**src/rtl/flag_branch_unit_if.sv**
```systemverilog
// Signal bundle between the pipeline (master) and the flag/branch unit (slave).
// The bundle covers the EX flag source, the ID branch operands and the redirect outputs.
interface flag_branch_unit_if;
    logic [2:0]  alu_flags;
    logic [3:0]  ex_op;
    logic        ex_valid;
    logic        stall;
    logic        id_valid;
    logic        id_is_b;
    logic        id_is_br;
    logic [2:0]  id_cond;
    logic [8:0]  id_imm9;
    logic [15:0] id_pc_plus2;
    logic [15:0] id_rs_data;
    logic [2:0]  flags_q;
    logic        branch_taken;
    logic [15:0] branch_target;
    logic        flush;
    logic        in_shadow;

    modport master (
        output alu_flags, ex_op, ex_valid, stall, id_valid, id_is_b, id_is_br,
               id_cond, id_imm9, id_pc_plus2, id_rs_data,
        input  flags_q, branch_taken, branch_target, flush, in_shadow
    );

    modport slave (
        input  alu_flags, ex_op, ex_valid, stall, id_valid, id_is_b, id_is_br,
               id_cond, id_imm9, id_pc_plus2, id_rs_data,
        output flags_q, branch_taken, branch_target, flush, in_shadow
    );
endinterface

```
**src/rtl/flag_branch_unit.sv**
```systemverilog
// The unit holds the architectural flags {N,Z,V} and resolves conditional branches in ID.
// It uses the flags bypassed from EX and squashes the single wrong-path slot after a taken branch.
module flag_branch_unit (
    input  logic               clk,
    input  logic               rst,
    flag_branch_unit_if.slave  bus
);
    typedef enum logic {IDLE, SHADOW} state_t;

    state_t      r_state, w_state_nxt;
    logic [2:0]  r_flags, w_eff;
    logic        w_wr, w_wr_z, w_wr_nv;
    logic        w_n, w_z, w_v, w_cond_true;
    logic        w_taken;
    logic [15:0] w_b_tgt, w_target;

    // Effective flags are the value flags_q will take at the next edge.
    always_comb begin
        w_wr    = bus.ex_valid & ~bus.stall;
        w_wr_nv = w_wr & (bus.ex_op == 4'b0000 || bus.ex_op == 4'b0001);
        w_wr_z  = w_wr & (bus.ex_op == 4'b0000 || bus.ex_op == 4'b0001 ||
                          bus.ex_op == 4'b0010 || bus.ex_op == 4'b0100 ||
                          bus.ex_op == 4'b0101 || bus.ex_op == 4'b0110);
        w_eff   = r_flags;
        if (w_wr_nv) begin
            w_eff[2] = bus.alu_flags[2];
            w_eff[0] = bus.alu_flags[0];
        end
        if (w_wr_z)
            w_eff[1] = bus.alu_flags[1];
    end

    assign w_n = w_eff[2];
    assign w_z = w_eff[1];
    assign w_v = w_eff[0];

    always_comb begin
        w_cond_true = 1'b0;
        case (bus.id_cond)
            3'b000:  w_cond_true = ~w_z;
            3'b001:  w_cond_true = w_z;
            3'b010:  w_cond_true = ~w_z & ~w_n;
            3'b011:  w_cond_true = w_n;
            3'b100:  w_cond_true = w_z | ~w_n;
            3'b101:  w_cond_true = w_z | w_n;
            3'b110:  w_cond_true = w_v;
            default: w_cond_true = 1'b1;
        endcase
    end

    // The word offset is scaled to bytes; the sum wraps modulo 2^16.
    assign w_b_tgt = bus.id_pc_plus2 + {{6{bus.id_imm9[8]}}, bus.id_imm9, 1'b0};

    always_comb begin
        w_state_nxt = r_state;
        w_taken     = 1'b0;
        w_target    = 16'h0000;
        case (r_state)
            IDLE: begin
                if (~rst & bus.id_valid & ~bus.stall &
                    (bus.id_is_b | bus.id_is_br) & w_cond_true) begin
                    w_taken     = 1'b1;
                    w_target    = bus.id_is_br ? bus.id_rs_data : w_b_tgt;
                    w_state_nxt = SHADOW;
                end
            end
            SHADOW: begin
                if (~bus.stall)
                    w_state_nxt = IDLE;
            end
            default: w_state_nxt = IDLE;
        endcase
    end

    // A stall leaves w_eff equal to r_flags and w_state_nxt equal to r_state, so the register holds.
    always_ff @(posedge clk) begin
        if (rst) begin
            r_state <= IDLE;
            r_flags <= 3'b000;
        end else begin
            r_state <= w_state_nxt;
            r_flags <= w_eff;
        end
    end

    assign bus.flags_q       = r_flags;
    assign bus.branch_taken  = w_taken;
    assign bus.flush         = w_taken;
    assign bus.branch_target = w_target;
    assign bus.in_shadow     = (r_state == SHADOW);
endmodule

```
**src/flat_wrapper.sv**
```systemverilog
// flat-port wrapper written by rule: the top's interface ports become plain ports
module flag_branch_unit_flat 
  (clk, rst, bus_alu_flags, bus_ex_op, bus_ex_valid, bus_stall, bus_id_valid, bus_id_is_b, bus_id_is_br, bus_id_cond, bus_id_imm9, bus_id_pc_plus2, bus_id_rs_data, bus_flags_q, bus_branch_taken, bus_branch_target, bus_flush, bus_in_shadow);
  flag_branch_unit_if bus_i ();
  input  logic clk;
  input  logic rst;
  input wire logic [$bits(bus_i.alu_flags)-1:0] bus_alu_flags;
  input wire logic [$bits(bus_i.ex_op)-1:0] bus_ex_op;
  input wire logic [$bits(bus_i.ex_valid)-1:0] bus_ex_valid;
  input wire logic [$bits(bus_i.stall)-1:0] bus_stall;
  input wire logic [$bits(bus_i.id_valid)-1:0] bus_id_valid;
  input wire logic [$bits(bus_i.id_is_b)-1:0] bus_id_is_b;
  input wire logic [$bits(bus_i.id_is_br)-1:0] bus_id_is_br;
  input wire logic [$bits(bus_i.id_cond)-1:0] bus_id_cond;
  input wire logic [$bits(bus_i.id_imm9)-1:0] bus_id_imm9;
  input wire logic [$bits(bus_i.id_pc_plus2)-1:0] bus_id_pc_plus2;
  input wire logic [$bits(bus_i.id_rs_data)-1:0] bus_id_rs_data;
  output wire logic [$bits(bus_i.flags_q)-1:0] bus_flags_q;
  output wire logic [$bits(bus_i.branch_taken)-1:0] bus_branch_taken;
  output wire logic [$bits(bus_i.branch_target)-1:0] bus_branch_target;
  output wire logic [$bits(bus_i.flush)-1:0] bus_flush;
  output wire logic [$bits(bus_i.in_shadow)-1:0] bus_in_shadow;
  assign bus_i.alu_flags = bus_alu_flags;
  assign bus_i.ex_op = bus_ex_op;
  assign bus_i.ex_valid = bus_ex_valid;
  assign bus_i.stall = bus_stall;
  assign bus_i.id_valid = bus_id_valid;
  assign bus_i.id_is_b = bus_id_is_b;
  assign bus_i.id_is_br = bus_id_is_br;
  assign bus_i.id_cond = bus_id_cond;
  assign bus_i.id_imm9 = bus_id_imm9;
  assign bus_i.id_pc_plus2 = bus_id_pc_plus2;
  assign bus_i.id_rs_data = bus_id_rs_data;
  assign bus_flags_q = bus_i.flags_q;
  assign bus_branch_taken = bus_i.branch_taken;
  assign bus_branch_target = bus_i.branch_target;
  assign bus_flush = bus_i.flush;
  assign bus_in_shadow = bus_i.in_shadow;
  flag_branch_unit u_core (.clk(clk), .rst(rst), .bus(bus_i));
endmodule
```
**config.mk**
```make
export PLATFORM = sky130hd
export DESIGN_NAME = flag_branch_unit_flat
export DESIGN_NICKNAME = d
export VERILOG_FILES = /design/src/rtl/flag_branch_unit_if.sv /design/src/rtl/flag_branch_unit.sv /design/src/flat_wrapper.sv
export SDC_FILE = /design/constraint.sdc
export NUM_CORES = 1
export LEC_CHECK = 0
export ABC_AREA = 1
export CORE_AREA = 2 2 63 65
export CTS_CLUSTER_SIZE = 25
export DETAILED_ROUTE_END_ITERATION = 10
export DIE_AREA = 0 0 65 67
export PLACE_DENSITY = 0.79
export SYNTH_ARGS = -nofsm -noshare
export SYNTH_HDL_FRONTEND = slang
export SYNTH_SLANG_ARGS = --single-unit
```
**constraint.sdc**
```tcl
create_clock -name clk -period 3.1 [get_ports clk]
set_clock_uncertainty 0.05 [all_clocks]
set_input_delay 0.62 -clock clk [delete_from_list [all_inputs] [get_ports clk]]
set_output_delay 0.62 -clock clk [all_outputs]
set_load 0.1 [all_outputs]
```
# After elaboration in Yosys (flattened, before gate mapping)
# Cells that the tools add are included.
# totals
output_inout_bits	22
mem_count	0
register_bits	4
latch_bits	0
in_bits	58
elab_cells	48
mem_bits_rw	0
mem_bits_ro	0
# op_classes
n_div	0
mux	11
addsub	1
bitwise_logic	16
reduce_logical	7
order_cmp	0
multipliers	0
n_shift	0
n_eq_ne	11
# ops
operator	count
$mux 16	3
$add 16x16->16	1
$eq 4x3->1 const B	3
$eq 3x3->1 const B	3
$and 1x1->1	8
$pmux 1 s7	1
$eq 3x2->1 const B	2
$mux 1	6
$logic_or 1x1->1	5
$not 1->1	5
$eq 4x1->1 const B	1
$eq 4x2->1 const B	1
$logic_not 4->1	1
$eq 3x1->1 const B	1
$logic_not 3->1	1
$or 1x1->1	3
$pmux 1 s2	1

# Longest topological paths before layout
# Gate-level depths: netlist (run 1).
# depth
ltp_word	14
depth_mapped	13
mapped_depth_nobuf	13

# Worst setup path before layout (run 1)
# OpenSTA, ideal clock, no wires.
# synth_path
path_kind	input to output
from	input bus_id_pc_plus2[1]
to	output bus_branch_target[15]
required_time_ns	2.430
slack_ns	-0.669
cell_stages	12
arrival_time_ns	3.099
path_buffers	0
path_cell_list	ha_1 inv_1 fa_1 inv_1 nand3_1 nand2_1 nand3_1 nand2_1 nand3_1 nand3b_1 a21oi_1 nor2_1
# synth_via
elab_chain_cells	4
# synth_rtl
item	line_no	text
from (decl)	flat_wrapper.sv:16	input wire logic [$bits(bus_i.id_pc_plus2)-1:0] bus_id_pc_plus2;
$add 16x16->16	flag_branch_unit.sv:52	assign w_b_tgt = bus.id_pc_plus2 + {{6{bus.id_imm9[8]}}, bus.id_imm9, 1'b0};
$mux 16	flag_branch_unit.sv:63	w_target = bus.id_is_br ? bus.id_rs_data : w_b_tgt;
$mux 16	flag_branch_unit.sv:60	if (~rst & bus.id_valid & ~bus.stall &
$mux 16	flag_branch_unit.sv:58	case (r_state)
to (decl)	flat_wrapper.sv:20	output wire logic [$bits(bus_i.branch_target)-1:0] bus_branch_target;
# Every way passes these cells.

# Final worst setup path (run 1)
# layout_path
from	input bus_id_valid
to	output bus_branch_target[15]
# layout_via
elab_chain_cells	6
# layout_rtl
item	line_no	text
from (decl)	flat_wrapper.sv:11	input wire logic [$bits(bus_i.id_valid)-1:0] bus_id_valid;
$and 1x1->1 (3 in series)	flag_branch_unit.sv:60	
$and 1x1->1	flag_branch_unit.sv:61	(bus.id_is_b | bus.id_is_br) & w_cond_true) begin
$mux 16	flag_branch_unit.sv:60	
$mux 16	flag_branch_unit.sv:58	
# Every way passes these cells.

==> impl_metrics.prom, run 1 <==
# TYPE chip_impl_metric gauge
chip_impl_info{name="run_status",value="finished with violations"} 1
chip_impl_info{name="violations",value="negative setup slack"} 1
chip_impl_metric{name="yosys.cell_types.count",unit=""} 33
chip_impl_metric{name="layout.cells.non_filler",unit=""} 404
chip_impl_metric{name="synthSimpleGateAreaFrac",unit="%"} 44.5
chip_impl_metric{name="detailedPlace.worstSlack",unit="ns"} -0.337
chip_impl_info{name="synth_top_area_cell",value="sky130_fd_sc_hd__nand2_1"} 1
chip_impl_metric{name="synthMuxAreaShare",unit="%"} 0
chip_impl_info{name="timing.critical_path.to_type",value="output port"} 1
chip_impl_info{name="largest_family_of_logic_cells_by_synthesized_area",value="simple AND/OR/NAND/NOR gates"} 1
chip_impl_metric{name="timing.fmax",unit="MHz"} 311
chip_impl_metric{name="grt_start_max_net_pins",unit=""} 18
chip_impl_metric{name="max_slew.worst_pin.slew",unit="ns"} 0.399
chip_impl_metric{name="grt.total_usage",unit="%"} 30.0
chip_impl_metric{name="area.growth.synth_to_final",unit="%"} 142
chip_impl_metric{name="clk_path_buf_depth",unit=""} 2
chip_impl_metric{name="power.density_cell_area",unit="nW/µm²"} 217
chip_impl_metric{name="port-buffer-count",unit=""} 79
chip_impl_metric{name="wl_met3",unit="µm"} 529
chip_impl_metric{name="globalRoute.totalOverflow",unit=""} 0
chip_impl_metric{name="drt_total_wl",unit="µm"} 7550
chip_impl_metric{name="met2WireLength",unit="µm"} 4030
chip_impl_metric{name="fp.dieH",unit="µm"} 67
chip_impl_info{name="worst_setup_path_endpoint",value="bus_branch_target[15]"} 1
chip_impl_metric{name="cts.sink_count",unit=""} 4
chip_impl_info{name="synth_most_common_cell",value="sky130_fd_sc_hd__nand2_1"} 1
chip_impl_metric{name="worstPathRequired",unit="ns"} 2.43
chip_impl_metric{name="dp_hpwl",unit="µm"} 3830
chip_impl_metric{name="crit_arrival",unit="ns"} 2.54
chip_impl_metric{name="row_count",unit=""} 22
chip_impl_metric{name="maxCapViolCount",unit=""} 0
chip_impl_metric{name="final.period_utilization",unit="%"} 104
chip_impl_metric{name="critical_path_peak_fanout",unit=""} 4
chip_impl_metric{name="drive_gt1_share",unit="%"} 48.6
chip_impl_metric{name="cell_total_after_placement",unit=""} 385
chip_impl_metric{name="first_global_vias",unit=""} 2250
chip_impl_info{name="holdCritPathClass",value="reg -> reg"} 1
chip_impl_metric{name="grt_pass1_wl",unit="µm"} 10200
chip_impl_metric{name="via_per_inst",unit=""} 5.67
chip_impl_info{name="setup.worst_path.start_class",value="primary input"} 1
chip_impl_metric{name="maximum_vdd_drop",unit="mV"} 0.217
chip_impl_metric{name="postLayoutSetupSlackWorst",unit="ns"} -0.112
chip_impl_metric{name="worst-r2r-setup-slack",unit="ns"} 1.50
chip_impl_info{name="synth_top_cells_by_area",value="sky130_fd_sc_hd__nand2_1 16%, sky130_fd_sc_hd__ha_1 13%, sky130_fd_sc_hd__nand3_1 8.6%, sky130_fd_sc_hd__nor2_1 8.1%, sky130_fd_sc_hd__a21oi_1 7.4%"} 1
chip_impl_metric{name="r2r.worst_path.cells",unit=""} 6
chip_impl_metric{name="dr_total_vias",unit=""} 2290
chip_impl_metric{name="period_minus_slack",unit="ns"} 3.21
chip_impl_metric{name="diodes",unit=""} 0
chip_impl_metric{name="die_area",unit="µm²"} 4360
chip_impl_metric{name="cts_buffer_count",unit=""} 3
chip_impl_metric{name="final-max-slew-violation-count",unit=""} 0
chip_impl_metric{name="p_leak",unit="nW"} 1.42
chip_impl_metric{name="post_synthesis_instance_area",unit="µm²"} 1350
chip_impl_metric{name="drt-initial-drc-count",unit=""} 228
chip_impl_metric{name="nNetsFinal",unit=""} 431
chip_impl_metric{name="layout.filler_cells",unit=""} 144
chip_impl_metric{name="post-synth-top-area-fraction",unit="%"} 16.5
chip_impl_metric{name="core_area",unit="µm²"} 3610
chip_impl_info{name="highest-signal-layer",value="met4"} 1
chip_impl_metric{name="synth-edff-count",unit=""} 0
chip_impl_metric{name="synth_compound_area_share",unit="%"} 20.7
chip_impl_info{name="rsz0062_at_grt",value="yes"} 1
chip_impl_metric{name="synth_nets",unit=""} 308
chip_impl_metric{name="initial_core_util",unit="%"} 37.3
chip_impl_metric{name="synth-xor-area-share",unit="%"} 4.56
chip_impl_metric{name="drt-met1-wl",unit="µm"} 2600
chip_impl_metric{name="finalSetupTns",unit="ns"} -0.726
chip_impl_info{name="worst_r2r_endpoint",value="u_core.bus.in_shadow"} 1
chip_impl_metric{name="count_of_pins_on_the_block_boundary",unit=""} 80
chip_impl_metric{name="postSynth.asyncResetShare",unit="%"} 0
chip_impl_info{name="critical_path_class",value="in -> out"} 1
chip_impl_metric{name="yosys.area_share.adder",unit="%"} 14.5
chip_impl_info{name="synth-main-ff-cell",value="sky130_fd_sc_hd__dfxtp_1"} 1
chip_impl_info{name="list_of_most_frequent_post_synthesis_cells",value="59 x sky130_fd_sc_hd__nand2_1, 29 x sky130_fd_sc_hd__nor2_1, 25 x sky130_fd_sc_hd__inv_1"} 1
chip_impl_metric{name="htreeDepth",unit=""} 1
chip_impl_info{name="setup.worst_path.start",value="bus_id_valid"} 1
chip_impl_metric{name="finalCoreUtilization",unit="%"} 90.2
chip_impl_metric{name="final_hold_viol_count",unit=""} 0
chip_impl_metric{name="setup_failing_eps_final",unit=""} 15
chip_impl_metric{name="drtPass1Iterations",unit=""} 5
chip_impl_metric{name="floorplan.die.width",unit="µm"} 65
chip_impl_info{name="tritoncts",value="built"} 1
chip_impl_metric{name="clk_latency_worst_skew_pair",unit="ns"} 0.23
chip_impl_info{name="clock-root-buffer",value="sky130_fd_sc_hd__clkbuf_8"} 1
chip_impl_metric{name="routedWlPerCell",unit="µm"} 18.7
chip_impl_metric{name="grt_antenna_before_repair",unit=""} 0
chip_impl_metric{name="synth-seq-cells",unit=""} 4
chip_impl_metric{name="place.gp.congestion",unit=""} 0.842
chip_impl_metric{name="maxSlewHeadroom",unit="%"} 73.2
chip_impl_metric{name="synth.yosys.seq_area_share",unit="%"} 5.95
chip_impl_metric{name="path_clk_slew",unit="ns"} 0.03
chip_impl_metric{name="postRouteAntennaNets",unit=""} 0
chip_impl_metric{name="synth_warnings",unit=""} 0
chip_impl_info{name="reg_to_reg_start",value="u_core.bus.in_shadow"} 1
chip_impl_metric{name="synthesis.area_per_instance",unit="µm²"} 5.72
chip_impl_metric{name="netlist_instances",unit=""} 235
chip_impl_metric{name="remaining_drc_errors",unit=""} 0
==> metrics by stage <==
step	total power [mW]	hold WS [ns]	area [µm²]
CTS	0.629	0.451	3050
floorplan	0.280	0.632	1460
detailed placement	0.457	0.429	2670
finish	0.705	0.517	3250
global route	0.736	0.535	3250
global placement	0.452	0.424	2670
==> what timing repair did <==
item                                    4_1_cts  5_1_grt
resized for setup                            82       46
pin swaps                                    36       34
gates cloned                                  1        0
endpoints found under the setup margin       18       18
hold buffers                                  0        0
setup buffers                                 9        6
==> worst min path at each step <==
stage                         start               endpoint  depth (start not counted)
2_1_floorplan                   rst  u_core.bus.flags_q[2]                          1
3_3_place_gp   u_core.bus.in_shadow   u_core.bus.in_shadow                          2
3_5_place_dp   u_core.bus.in_shadow   u_core.bus.in_shadow                          2
4_1_cts        u_core.bus.in_shadow   u_core.bus.in_shadow                          2
5_1_grt        u_core.bus.in_shadow   u_core.bus.in_shadow                          2
6_report       u_core.bus.in_shadow   u_core.bus.in_shadow                          2
==> cell usage in the layout, fill, tap and decap left out, types with 4 or more instances in the layout <==
master and n:
sky130_fd_sc_hd__nand2_1 48, sky130_fd_sc_hd__buf_4 42, sky130_fd_sc_hd__clkdlybuf4s50_1 29, sky130_fd_sc_hd__inv_1 20
sky130_fd_sc_hd__buf_12 19, sky130_fd_sc_hd__nor2_1 17, sky130_fd_sc_hd__nand3_1 14, sky130_fd_sc_hd__ha_4 14
sky130_fd_sc_hd__dlygate4sd2_1 14, sky130_fd_sc_hd__a21oi_4 12, sky130_fd_sc_hd__nand3_2 9, sky130_fd_sc_hd__a21oi_2 9
sky130_fd_sc_hd__nor2_4 8, sky130_fd_sc_hd__nand2_2 8, sky130_fd_sc_hd__a21oi_1 8, sky130_fd_sc_hd__inv_2 7
sky130_fd_sc_hd__nand2_4 7, sky130_fd_sc_hd__or2_2 6, sky130_fd_sc_hd__nor2_2 6, sky130_fd_sc_hd__dlymetal6s2s_1 6
sky130_fd_sc_hd__o21ai_0 5, sky130_fd_sc_hd__nand4_1 4, sky130_fd_sc_hd__xor2_1 4, sky130_fd_sc_hd__clkbuf_2 4
sky130_fd_sc_hd__buf_6 4
==> where the power goes <==
part           total (mW)  leakage, nW  switching, mW  internal, mW
clock               0.117       0.0216         0.0335        0.0834
sequential         0.0542       0.0338        0.00110        0.0531
combinational       0.534         1.37          0.294         0.240
total               0.705         1.42          0.328         0.377
==> worst max-delay path, cell delays in order <==
cell,delay [ns]
sky130_fd_sc_hd__clkdlybuf4s50_1,0.47
sky130_fd_sc_hd__nand2_1,0.09
sky130_fd_sc_hd__nor4_2,0.38
sky130_fd_sc_hd__nand2_2,0.12
sky130_fd_sc_hd__a21oi_4,0.19
sky130_fd_sc_hd__buf_6,0.14
sky130_fd_sc_hd__buf_4,0.12
sky130_fd_sc_hd__nand3_2,0.09
sky130_fd_sc_hd__nor2_4,0.14
sky130_fd_sc_hd__buf_12,0.18
==> logic make-up (layout without fill, tap and decap cells) <==
group                    after synthesis  in the layout
buffers and inverters                 32            153
adder cells (fa/ha/maj)               15             15
AO/OA/AOI/OAI                         44             44
AND/OR/NAND/NOR                      133            133
flip-flops                             4              4
XOR/XNOR                               7              7
==> flip-flops by register name, summed over array words and instances, names as in the netlist <==
register and cells:
u_core.bus.in_shadow 1, u_core.bus.flags_q 3
==> per-layer routing <==
metal  track usage [%]  up-vias
li1                  -     1016
met1              30.1     1042
met2              63.0      185
met3              3.55       47
met4              9.31        0
met5                 0        -
==> cell type report <==
class / instances / area (µm²) / area share (%)
Tap cell: 48 / 60.1 / 1.85
Clock buffer: 3 / 41.3 / 1.27
Sequential cell: 4 / 83.8 / 2.58
Timing Repair Buffer: 123 / 1310 / 40.3
Multi-Input combinational cell: 199 / 1650 / 50.9
Inverter: 27 / 101 / 3.12
Note: power is estimated with default switching activity, not from simulation.
==> run 2, diff against run 1 <==
- CORE_AREA: 2 2 63 65 -> 3 3 64 66
- DIE_AREA: 0 0 65 67 -> 0 0 67 69
==> run 2 against run 1 <==
Effect of this change: the run still ends with negative setup slack left; largest cell class unchanged; non-clock buffer count fell by 6; sequential share of layout area grew 0.11 points; die area grew 6.2%; first-iteration DRC count is 46% lower; via count is 6.7% lower; critical path type unchanged.
==> impl_metrics.prom, run 2 (synthesis results as in run 1) <==
# TYPE chip_impl_metric gauge
chip_impl_info{name="run_status",value="finished with violations"} 1
chip_impl_info{name="violations",value="negative setup slack"} 1
chip_impl_metric{name="clk_path_buf_depth",unit=""} 2
chip_impl_metric{name="floorplan.die.width",unit="µm"} 67
chip_impl_metric{name="die_area",unit="µm²"} 4620
chip_impl_metric{name="worst-r2r-setup-slack",unit="ns"} 1.69
chip_impl_metric{name="postRouteAntennaNets",unit=""} 0
chip_impl_metric{name="worstPathRequired",unit="ns"} 2.43
chip_impl_info{name="timing.critical_path.to_type",value="output port"} 1
chip_impl_metric{name="power.density_cell_area",unit="nW/µm²"} 218
chip_impl_metric{name="largest_register_ffs",unit=""} 3
chip_impl_metric{name="detailedPlace.worstSlack",unit="ns"} -0.383
chip_impl_metric{name="maxSlewHeadroom",unit="%"} 76.7
chip_impl_metric{name="port-buffer-count",unit=""} 79
chip_impl_info{name="critical_path_class",value="in -> out"} 1
chip_impl_metric{name="period_minus_slack",unit="ns"} 3.10
chip_impl_metric{name="drt-initial-drc-count",unit=""} 122
chip_impl_metric{name="post-route-cell-area",unit="µm²"} 3120
chip_impl_info{name="clock-root-buffer",value="sky130_fd_sc_hd__clkbuf_8"} 1
chip_impl_metric{name="multiInputGateArea",unit="µm²"} 1570
chip_impl_metric{name="count_of_pins_on_the_block_boundary",unit=""} 80
chip_impl_metric{name="drtPass1Iterations",unit=""} 4
chip_impl_metric{name="grt_start_max_net_pins",unit=""} 18
chip_impl_metric{name="finalSetupTns",unit="ns"} -0.00228
chip_impl_info{name="holdCritPathClass",value="reg -> reg"} 1
chip_impl_metric{name="layout.filler_cells",unit=""} 209
chip_impl_metric{name="final.period_utilization",unit="%"} 100
chip_impl_metric{name="grt_use_met3",unit="%"} 4.40
chip_impl_metric{name="drt_total_wl",unit="µm"} 6710
chip_impl_metric{name="grt.total_usage",unit="%"} 23.3
chip_impl_info{name="peak_usage_layer_in_the_global_routing_report",value="met2"} 1
chip_impl_metric{name="dp_hpwl",unit="µm"} 3970
chip_impl_metric{name="maxCapViolCount",unit=""} 0
chip_impl_metric{name="path_clk_slew",unit="ns"} 0.03
chip_impl_metric{name="remaining_drc_errors",unit=""} 0
chip_impl_metric{name="setup_failing_eps_final",unit=""} 1
chip_impl_metric{name="postLayoutSetupSlackWorst",unit="ns"} -0.00228
chip_impl_metric{name="htreeDepth",unit=""} 1
chip_impl_metric{name="max_slew.worst_pin.slew",unit="ns"} 0.346
chip_impl_metric{name="globalRoute.totalOverflow",unit=""} 0
chip_impl_metric{name="diodes",unit=""} 0
chip_impl_metric{name="grt.met1_usage",unit="%"} 25.3
chip_impl_metric{name="core_area",unit="µm²"} 3630
chip_impl_metric{name="final-seq-area",unit="µm²"} 83.8
chip_impl_metric{name="critical_path_peak_fanout",unit=""} 5
chip_impl_info{name="tritoncts",value="built"} 1
chip_impl_metric{name="crit_arrival",unit="ns"} 2.43
chip_impl_metric{name="initial_core_util",unit="%"} 37.0
chip_impl_metric{name="finalCoreUtilization",unit="%"} 86.0
chip_impl_info{name="final_cell_mix",value="49 x sky130_fd_sc_hd__nand2_1, 37 x sky130_fd_sc_hd__buf_4, 30 x sky130_fd_sc_hd__clkdlybuf4s50_1, 20 x sky130_fd_sc_hd__inv_1, 19 x sky130_fd_sc_hd__buf_12"} 1
chip_impl_metric{name="clk_latency_worst_skew_pair",unit="ns"} 0.22
chip_impl_metric{name="grt_antenna_before_repair",unit=""} 0
chip_impl_metric{name="first_global_vias",unit=""} 2100
chip_impl_metric{name="area.growth.synth_to_final",unit="%"} 132
chip_impl_metric{name="layout.cells.non_filler",unit=""} 398
chip_impl_metric{name="cts.sink_count",unit=""} 4
chip_impl_metric{name="row_count",unit=""} 22
chip_impl_info{name="final_common_cell",value="sky130_fd_sc_hd__nand2_1"} 1
chip_impl_metric{name="via_per_inst",unit=""} 5.37
chip_impl_metric{name="timing.fmax",unit="MHz"} 322
chip_impl_metric{name="grt_util_met2",unit="%"} 44.8
chip_impl_metric{name="nNetsFinal",unit=""} 425
chip_impl_metric{name="final-max-slew-violation-count",unit=""} 0
chip_impl_metric{name="cts_buffer_count",unit=""} 3
chip_impl_metric{name="cell_total_after_placement",unit=""} 384
chip_impl_info{name="setup.worst_path.start_class",value="primary input"} 1
chip_impl_metric{name="final_hold_viol_count",unit=""} 0
chip_impl_metric{name="routedWlPerCell",unit="µm"} 16.9
chip_impl_metric{name="postCtsHoldBufs",unit=""} 0
chip_impl_metric{name="place_area",unit="µm²"} 2660
chip_impl_metric{name="fp.dieH",unit="µm"} 69
chip_impl_metric{name="maximum_vdd_drop",unit="mV"} 0.245
chip_impl_metric{name="p_leak",unit="nW"} 1.40
chip_impl_metric{name="place.gp.congestion",unit=""} 0.854
chip_impl_metric{name="grt_pass1_wl",unit="µm"} 8840
chip_impl_metric{name="dr_total_vias",unit=""} 2137
chip_impl_metric{name="drive_gt1_share",unit="%"} 45.1
[run 2: timing repair]
action / in CTS / in global routing
gates resized for setup: 60 / 47
buffers inserted: 4 / 6
cloned: 0 / 1
endpoints found under the setup margin: 15 / 18
pin swaps: 25 / 39
[run 2: metrics by stage]
step | power (mW) | hold slack, ns
after floorplan | 0.280 | 0.632
after global placement | 0.453 | 0.423
after detailed placement | 0.460 | 0.423
after CTS | 0.614 | 0.437
after global routing | 0.718 | 0.467
final | 0.681 | 0.455
[run 2: path summary, 6_finish.rpt]
check / from / endpoint / cells past startpoint
max: bus_id_imm9[2] / bus_branch_target[7] / 12
min: u_core.bus.flags_q[2] / u_core.bus.flags_q[2] / 2
max reg2reg: u_core.bus.in_shadow / u_core.bus.in_shadow / 6
min reg2reg: u_core.bus.flags_q[2] / u_core.bus.flags_q[2] / 2
[run 2: report_power, final]
| part | total, mW | internal (mW) | switching (mW) |
|---|---|---|---|
| combinational | 0.513 | 0.234 | 0.278 |
| sequential | 0.0542 | 0.0532 | 0.00106 |
| clock | 0.114 | 0.0831 | 0.0308 |
| total | 0.681 | 0.371 | 0.310 |
[run 2: metal layers]
layer  vias to the layer above  part of all wire, %
met5                         -                    0
met4                         0                  4.9
met3                        34                  6.3
met2                       112                   56
met1                       979                   33
li1                       1012                    -
[run 2: worst max-delay path, stage by stage]
cell,delay (ns)
sky130_fd_sc_hd__dlygate4sd2_1,0.28
sky130_fd_sc_hd__ha_4,0.28
sky130_fd_sc_hd__buf_4,0.15
sky130_fd_sc_hd__nand3_2,0.09
sky130_fd_sc_hd__nand2_4,0.07
sky130_fd_sc_hd__nand3_2,0.07
sky130_fd_sc_hd__nand2_2,0.07
sky130_fd_sc_hd__buf_4,0.15
sky130_fd_sc_hd__a21oi_1,0.11
sky130_fd_sc_hd__o21ai_1,0.13
sky130_fd_sc_hd__a21oi_4,0.20
sky130_fd_sc_hd__buf_12,0.19
[run 2: area by class of cell]
type                       count  area share [%]
multi-input combinational    199            50.1
timing repair buffer         117            40.7
inverter                      27            3.24
sequential                     4            2.68
tap                           48            1.92
clock buffer                   3            1.32
==> run 3, diff against run 2 <==
- SLEW_MARGIN: default -> 20
==> results of run 3 <==
The final DEF is identical to that of run 2; final timing and power are the same.
